===== config.mk =====
export PLATFORM = sky130hd
export DESIGN_NAME = adder_nibble_serial
export DESIGN_NICKNAME = d
export VERILOG_FILES = /design/src/rtl/adder_nibble_serial.sv
export SDC_FILE = /design/constraint.sdc
export NUM_CORES = 1
export LEC_CHECK = 0
export CORE_UTILIZATION = 56
export CTS_BUF_LIST = sky130_fd_sc_hd__clkbuf_2 sky130_fd_sc_hd__clkbuf_4 sky130_fd_sc_hd__clkbuf_8
export DETAILED_ROUTE_END_ITERATION = 8
export GPL_ROUTABILITY_DRIVEN = 0
export PLACE_DENSITY = 0.95
export REMOVE_ABC_BUFFERS = 1
export SYNTH_ARGS = -nofsm -noshare
export SYNTH_HDL_FRONTEND = slang
export SYNTH_SLANG_ARGS = --single-unit
export TNS_END_PERCENT = 5

===== constraint.sdc =====
create_clock -name clk -period 3.1 [get_ports clk]
set_clock_uncertainty 0.1 [all_clocks]
set_input_delay 0.775 -clock clk [delete_from_list [all_inputs] [get_ports clk]]
set_output_delay 0.775 -clock clk [all_outputs]
set_load 0.02 [all_outputs]

===== src/rtl/adder_nibble_serial.sv =====
`default_nettype none
// ============================================================================
// Module   : adder_nibble_serial
// Purpose  : N-bit unsigned adder that reuses one 4-bit carry-lookahead
//            slice over B = N/4 cycles. Nibbles go through LSB first, and a
//            register holds the carry between nibbles. The (N+1)-bit result
//            is built up in place.
// Ports    : clk        - clock, rising edge
//            rst_n      - synchronous active-low reset
//            in_valid   - x, y, cin (and sub) valid
//            in_ready   - high in IDLE only
//            x, y       - N-bit operands
//            cin        - carry-in
//            sub        - subtract request (only with ADDER_SERIAL_SUB_EN)
//            out_valid  - high in DONE only
//            out_ready  - consumer accepts sum
//            sum        - N+1 bit result, sum[N] is carry-out / no-borrow
//            busy       - high in RUN or DONE
// Config   : define ADDER_SERIAL_SUB_EN to add the sub port (x - y path)
// Params   : N must be a multiple of 4 and at least 4
// Revision : 1.0 - initial release
// ============================================================================
module adder_nibble_serial #(
  parameter int N = 16
) (
  input  logic         clk,
  input  logic         rst_n,
  input  logic         in_valid,
  output logic         in_ready,
  input  logic [N-1:0] x,
  input  logic [N-1:0] y,
  input  logic         cin,
`ifdef ADDER_SERIAL_SUB_EN
  input  logic         sub,
`endif
  output logic         out_valid,
  input  logic         out_ready,
  output logic [N:0]   sum,
  output logic         busy
);

  localparam int B  = N / 4;
  localparam int BW = (B > 1) ? $clog2(B) : 1;
  localparam logic [BW-1:0] LAST_BEAT = BW'(B - 1);

  typedef enum logic [1:0] {
    IDLE = 2'd0,
    RUN  = 2'd1,
    DONE = 2'd2
  } state_t;

  state_t          state;
  state_t          state_next;
  logic [N-1:0]    x_sh;
  logic [N-1:0]    y_sh;
  logic            carry;
  logic [BW-1:0]   beat;

  logic [3:0]      p;
  logic [3:0]      g;
  logic [4:0]      c;
  logic [3:0]      nib;
  logic            accept;

  assign accept = in_valid && (state == IDLE);

  // The outputs come only from the state register.
  assign in_ready  = (state == IDLE);
  assign out_valid = (state == DONE);
  assign busy      = (state == RUN) || (state == DONE);

  // The 4-bit lookahead slice works on the low nibble of the shift registers.
  always_comb begin
    p    = x_sh[3:0] ^ y_sh[3:0];
    g    = x_sh[3:0] & y_sh[3:0];
    c    = '0;
    c[0] = carry;
    c[1] = g[0] | (p[0] & c[0]);
    c[2] = g[1] | (p[1] & g[0]) | (p[1] & p[0] & c[0]);
    c[3] = g[2] | (p[2] & g[1]) | (p[2] & p[1] & g[0])
         | (p[2] & p[1] & p[0] & c[0]);
    c[4] = g[3] | (p[3] & g[2]) | (p[3] & p[2] & g[1])
         | (p[3] & p[2] & p[1] & g[0]) | (p[3] & p[2] & p[1] & p[0] & c[0]);
    nib  = p ^ c[3:0];
  end

  always_comb begin
    state_next = state;
    case (state)
      IDLE:    if (in_valid)          state_next = RUN;
      RUN:     if (beat == LAST_BEAT) state_next = DONE;
      DONE:    if (out_ready)         state_next = IDLE;
      default:                        state_next = IDLE;
    endcase
  end

  always_ff @(posedge clk) begin
    if (!rst_n) begin
      state <= IDLE;
    end else begin
      state <= state_next;
    end
  end

  always_ff @(posedge clk) begin
    if (!rst_n) begin
      x_sh  <= '0;
      y_sh  <= '0;
      carry <= 1'b0;
      beat  <= '0;
      sum   <= '0;
    end else if (accept) begin
      x_sh  <= x;
      beat  <= '0;
      sum   <= '0;
`ifdef ADDER_SERIAL_SUB_EN
      // Subtraction is x + ~y + 1. cin is ignored on this path.
      y_sh  <= sub ? ~y : y;
      carry <= sub ? 1'b1 : cin;
`else
      y_sh  <= y;
      carry <= cin;
`endif
    end else if (state == RUN) begin
      x_sh  <= x_sh >> 4;
      y_sh  <= y_sh >> 4;
      carry <= c[4];
      for (int i = 0; i < B; i++) begin
        if (beat == BW'(i)) begin
          sum[4*i +: 4] <= nib;
        end
      end
      if (beat == LAST_BEAT) begin
        sum[N] <= c[4];
      end else begin
        beat <= beat + 1'b1;
      end
    end
  end

endmodule
`default_nettype wire


==> flow_summary.yaml <==
sta:
  whs_ps: 390
  tightest_slew_ps: 558
  setup_slack_ps: 529
  slew_violations: 0
  fin_crit_sh_pct: 82.9
  finalSetupViolations: 0
  max_freq_mhz: 389
  relSlewSlack_pct: 62.8
  fin_tns_setup_ps: 0
  period_needed_ps: 2570
  rsz0062_at_grt: "false"
  hold_viol_final: 0
critical_path:
  worstSetupPathType: "reg -> out"
  start_kind: "flop"
  crit_path_top_delay_cell: "clkdlybuf4s50_1"
  r2r_start: "state[1]"
  crit_path_max_fanout: 4
  required_ps: 2220
  crit_path_max_incr_delay_ps: 640
  worstPathArrival_ps: 1700
  crit_buf_inv: 2
  ff2ff_path_depth: 6
  rrSetupSlack_ps: 1130
  endpoint_kind: "output pin"
  r2r_end: "x_sh[1]"
  crit_family: "buffers and inverters"
  cp_cell_sequence: "inv_1 -> ha_1 -> clkdlybuf4s50_1"
placed_design:
  port_buffers: 56
  pre_cts_slack_ps: 751
  place_hpwl_um: 3370
  place_inst: 362
  post_dp_cell_area_um2: 3180
layout:
  areaGrowthSynthToFinish_pct: 27.4
  final_layout_size_suffix_gt1_share_pct: 9.12
  fillers: 310
  nNetsFinal: 368
  design_area_um2: 3320
  final_common_cell: "clkdlybuf4s50_1"
  stdcell_count: 370
  diodes: 0
  final_util_pct: 75.3
  final_cell_mix: "56 x clkdlybuf4s50_1, 54 x dfxtp_1, 42 x nand2_1"
clocking:
  clk_pin_slew_ps: 100
  cts_tree: "built"
  cts_buffers: 5
  ctsHoldBuffers: 0
  clk_path_buf_depth: 2
  cts_resized: 0
  htree_levels: 2
  clkSinkCount: 54
  root_buffer: "clkbuf_8"
  clock_latency_ps: 300
  cts_setup_buffers: 0
synthesis:
  synth_fa_ha_area_share_pct: 7.00
  synth_seq_cells: 54
  synth_area_um2: 2610
  synthSimpleGateAreaFrac_pct: 15.0
  syn_area_per_cell_um2: 9.74
  synth-seq-area-share_pct: 41.4
  synth_compound_area_share_pct: 22.1
  yosys_warnings: 0
  synth_top_family_by_area: "compound AO/OA/AOI/OAI gates"
  syn_inst: 268
  synth-xor-area-share_pct: 0.671
  synth.area.mux_share_pct: 9.20
  synthDistinctLibCells: 40
global_route:
  grt_usage_pct: 22.4
  grt_pass1_vias: 1932
  grt_pass1_wl_um: 8760
  grt_max_degree: 62
  antenna_found_initial: 0
  grt_overflow: 0
power:
  power_density_nw_per_um2: 803
  finalPower_mw: 2.67
  peakVddDrop_uv: 429
  power_leakage_nw: 1.48
die:
  core_um2: 4410
  die_area_um2: 4940
  die-width_um: 70.3
  die_y_um: 70.3
  start_util_pct: 59.1
  io_pins: 57
  rows: 24
route:
  via_per_inst: 5.52
  ant_nets: 0
  totalWireLength_um: 5210
  wire_per_inst_um: 14.1
  first_pass_iters: 4
  drt_iter0_markers: 134
  drc_errors: 0
  vias: 2041
worst_hold_path:
  hp-start: "y_sh[15]"
  hold_path_end: "y_sh[15]"
  hold_path.class: "reg -> reg"
  min_delay_path_depth: 2
run_status:
  status: "finished, final reports clean"
job:
  drv_cap: 0
## per-layer routing
metal	vias to the layer above	GRT usage [%]	routed length, um
met1	928	28.8	2380
met3	14	4.62	226
li1	1039	-	-
met4	0	9.56	148
met2	60	36.4	2460
met5	-	0	0
## cell usage after synthesis (all sizes together)
library cell  instances  share of area [%]
a211oi                2               0.77
o21bai                1               0.72
mux2i                24                9.2
a221oi                1                1.0
or2                   1               0.24
fa                    1               0.77
ha                   13                6.2
nor3                  2               0.38
nand2                43                6.3
dfxtp                54                 41
a21o                  2               0.62
buf                   8                1.9
a22o                  1               0.34
o22ai                 4                1.9
nand3b                8                2.3
xnor2                 1               0.34
clkbuf               10                1.4
nand4                 4               0.96
a21oi                10                1.9
nor2                 20                2.9
xor2                  1               0.34
and2                  1               0.24
nand2b                1               0.24
a21boi                9                2.6
nor2b                 3               0.81
o31ai                 4                1.9
o211ai                2               0.58
o211a                24                9.2
o221ai                1               0.34
or3                   1               0.43
o21ai                 1               0.19
inv                   9                1.3
and3                  1               0.24
## worst register-to-register path, delay by kind of cell (launching register included)
family / cells / cell delay [ps]
buffers and inverters: 2 / 540
adder cells (fa/ha/maj): 1 / 410
flip-flops: 1 / 340
multiplexers: 1 / 240
AO/OA/AOI/OAI: 1 / 160
AND/OR/NAND/NOR: 1 / 80
## state kept, by name (all words and copies together), names as in the netlist
register  count
sum          17
x_sh         16
beat          2
y_sh         16
carry         1
state         2
## how the worst max path moves through the flow
stage,depth (start not counted),endpoint,slack [ps],start
3_5_place_dp,5,y_sh[0],750,in_valid
6_report,3,in_ready,530,state[1]
4_1_cts,3,in_ready,520,state[0]
5_1_grt,3,in_ready,420,state[0]
3_3_place_gp,5,x_sh[0],790,in_valid
2_1_floorplan,6,sum[10],290,state[0]
## area by class of cell
type,instances,area [um2],share of cell area (%)
Multi-Input combinational cell,187,1410,42.5
Sequential cell,54,1080,32.5
Timing Repair Buffer,60,591,17.8
Clock buffer,6,82.6,2.48
Tap cell,52,65.1,1.96
Clock inverter,2,60.1,1.81
Inverter,9,33.8,1.02
## power by group
part	internal [mW]	switching [mW]	total, mW
registers	0.841	0.0876	0.928
clock network	0.344	0.226	0.571
logic	0.526	0.643	1.17
## cells by family (layout without fill, tap and decap cells)
| family | count (synthesis) | in the layout |
|---|---|---|
| flip-flops | 54 | 54 |
| AO/OA/AOI/OAI | 62 | 62 |
| buffers and inverters | 27 | 77 |
| AND/OR/NAND/NOR | 85 | 85 |
| multiplexers | 24 | 24 |
| adder cells (fa/ha/maj) | 14 | 14 |
| XOR/XNOR | 2 | 2 |
(Power assumes the default switching activity.)
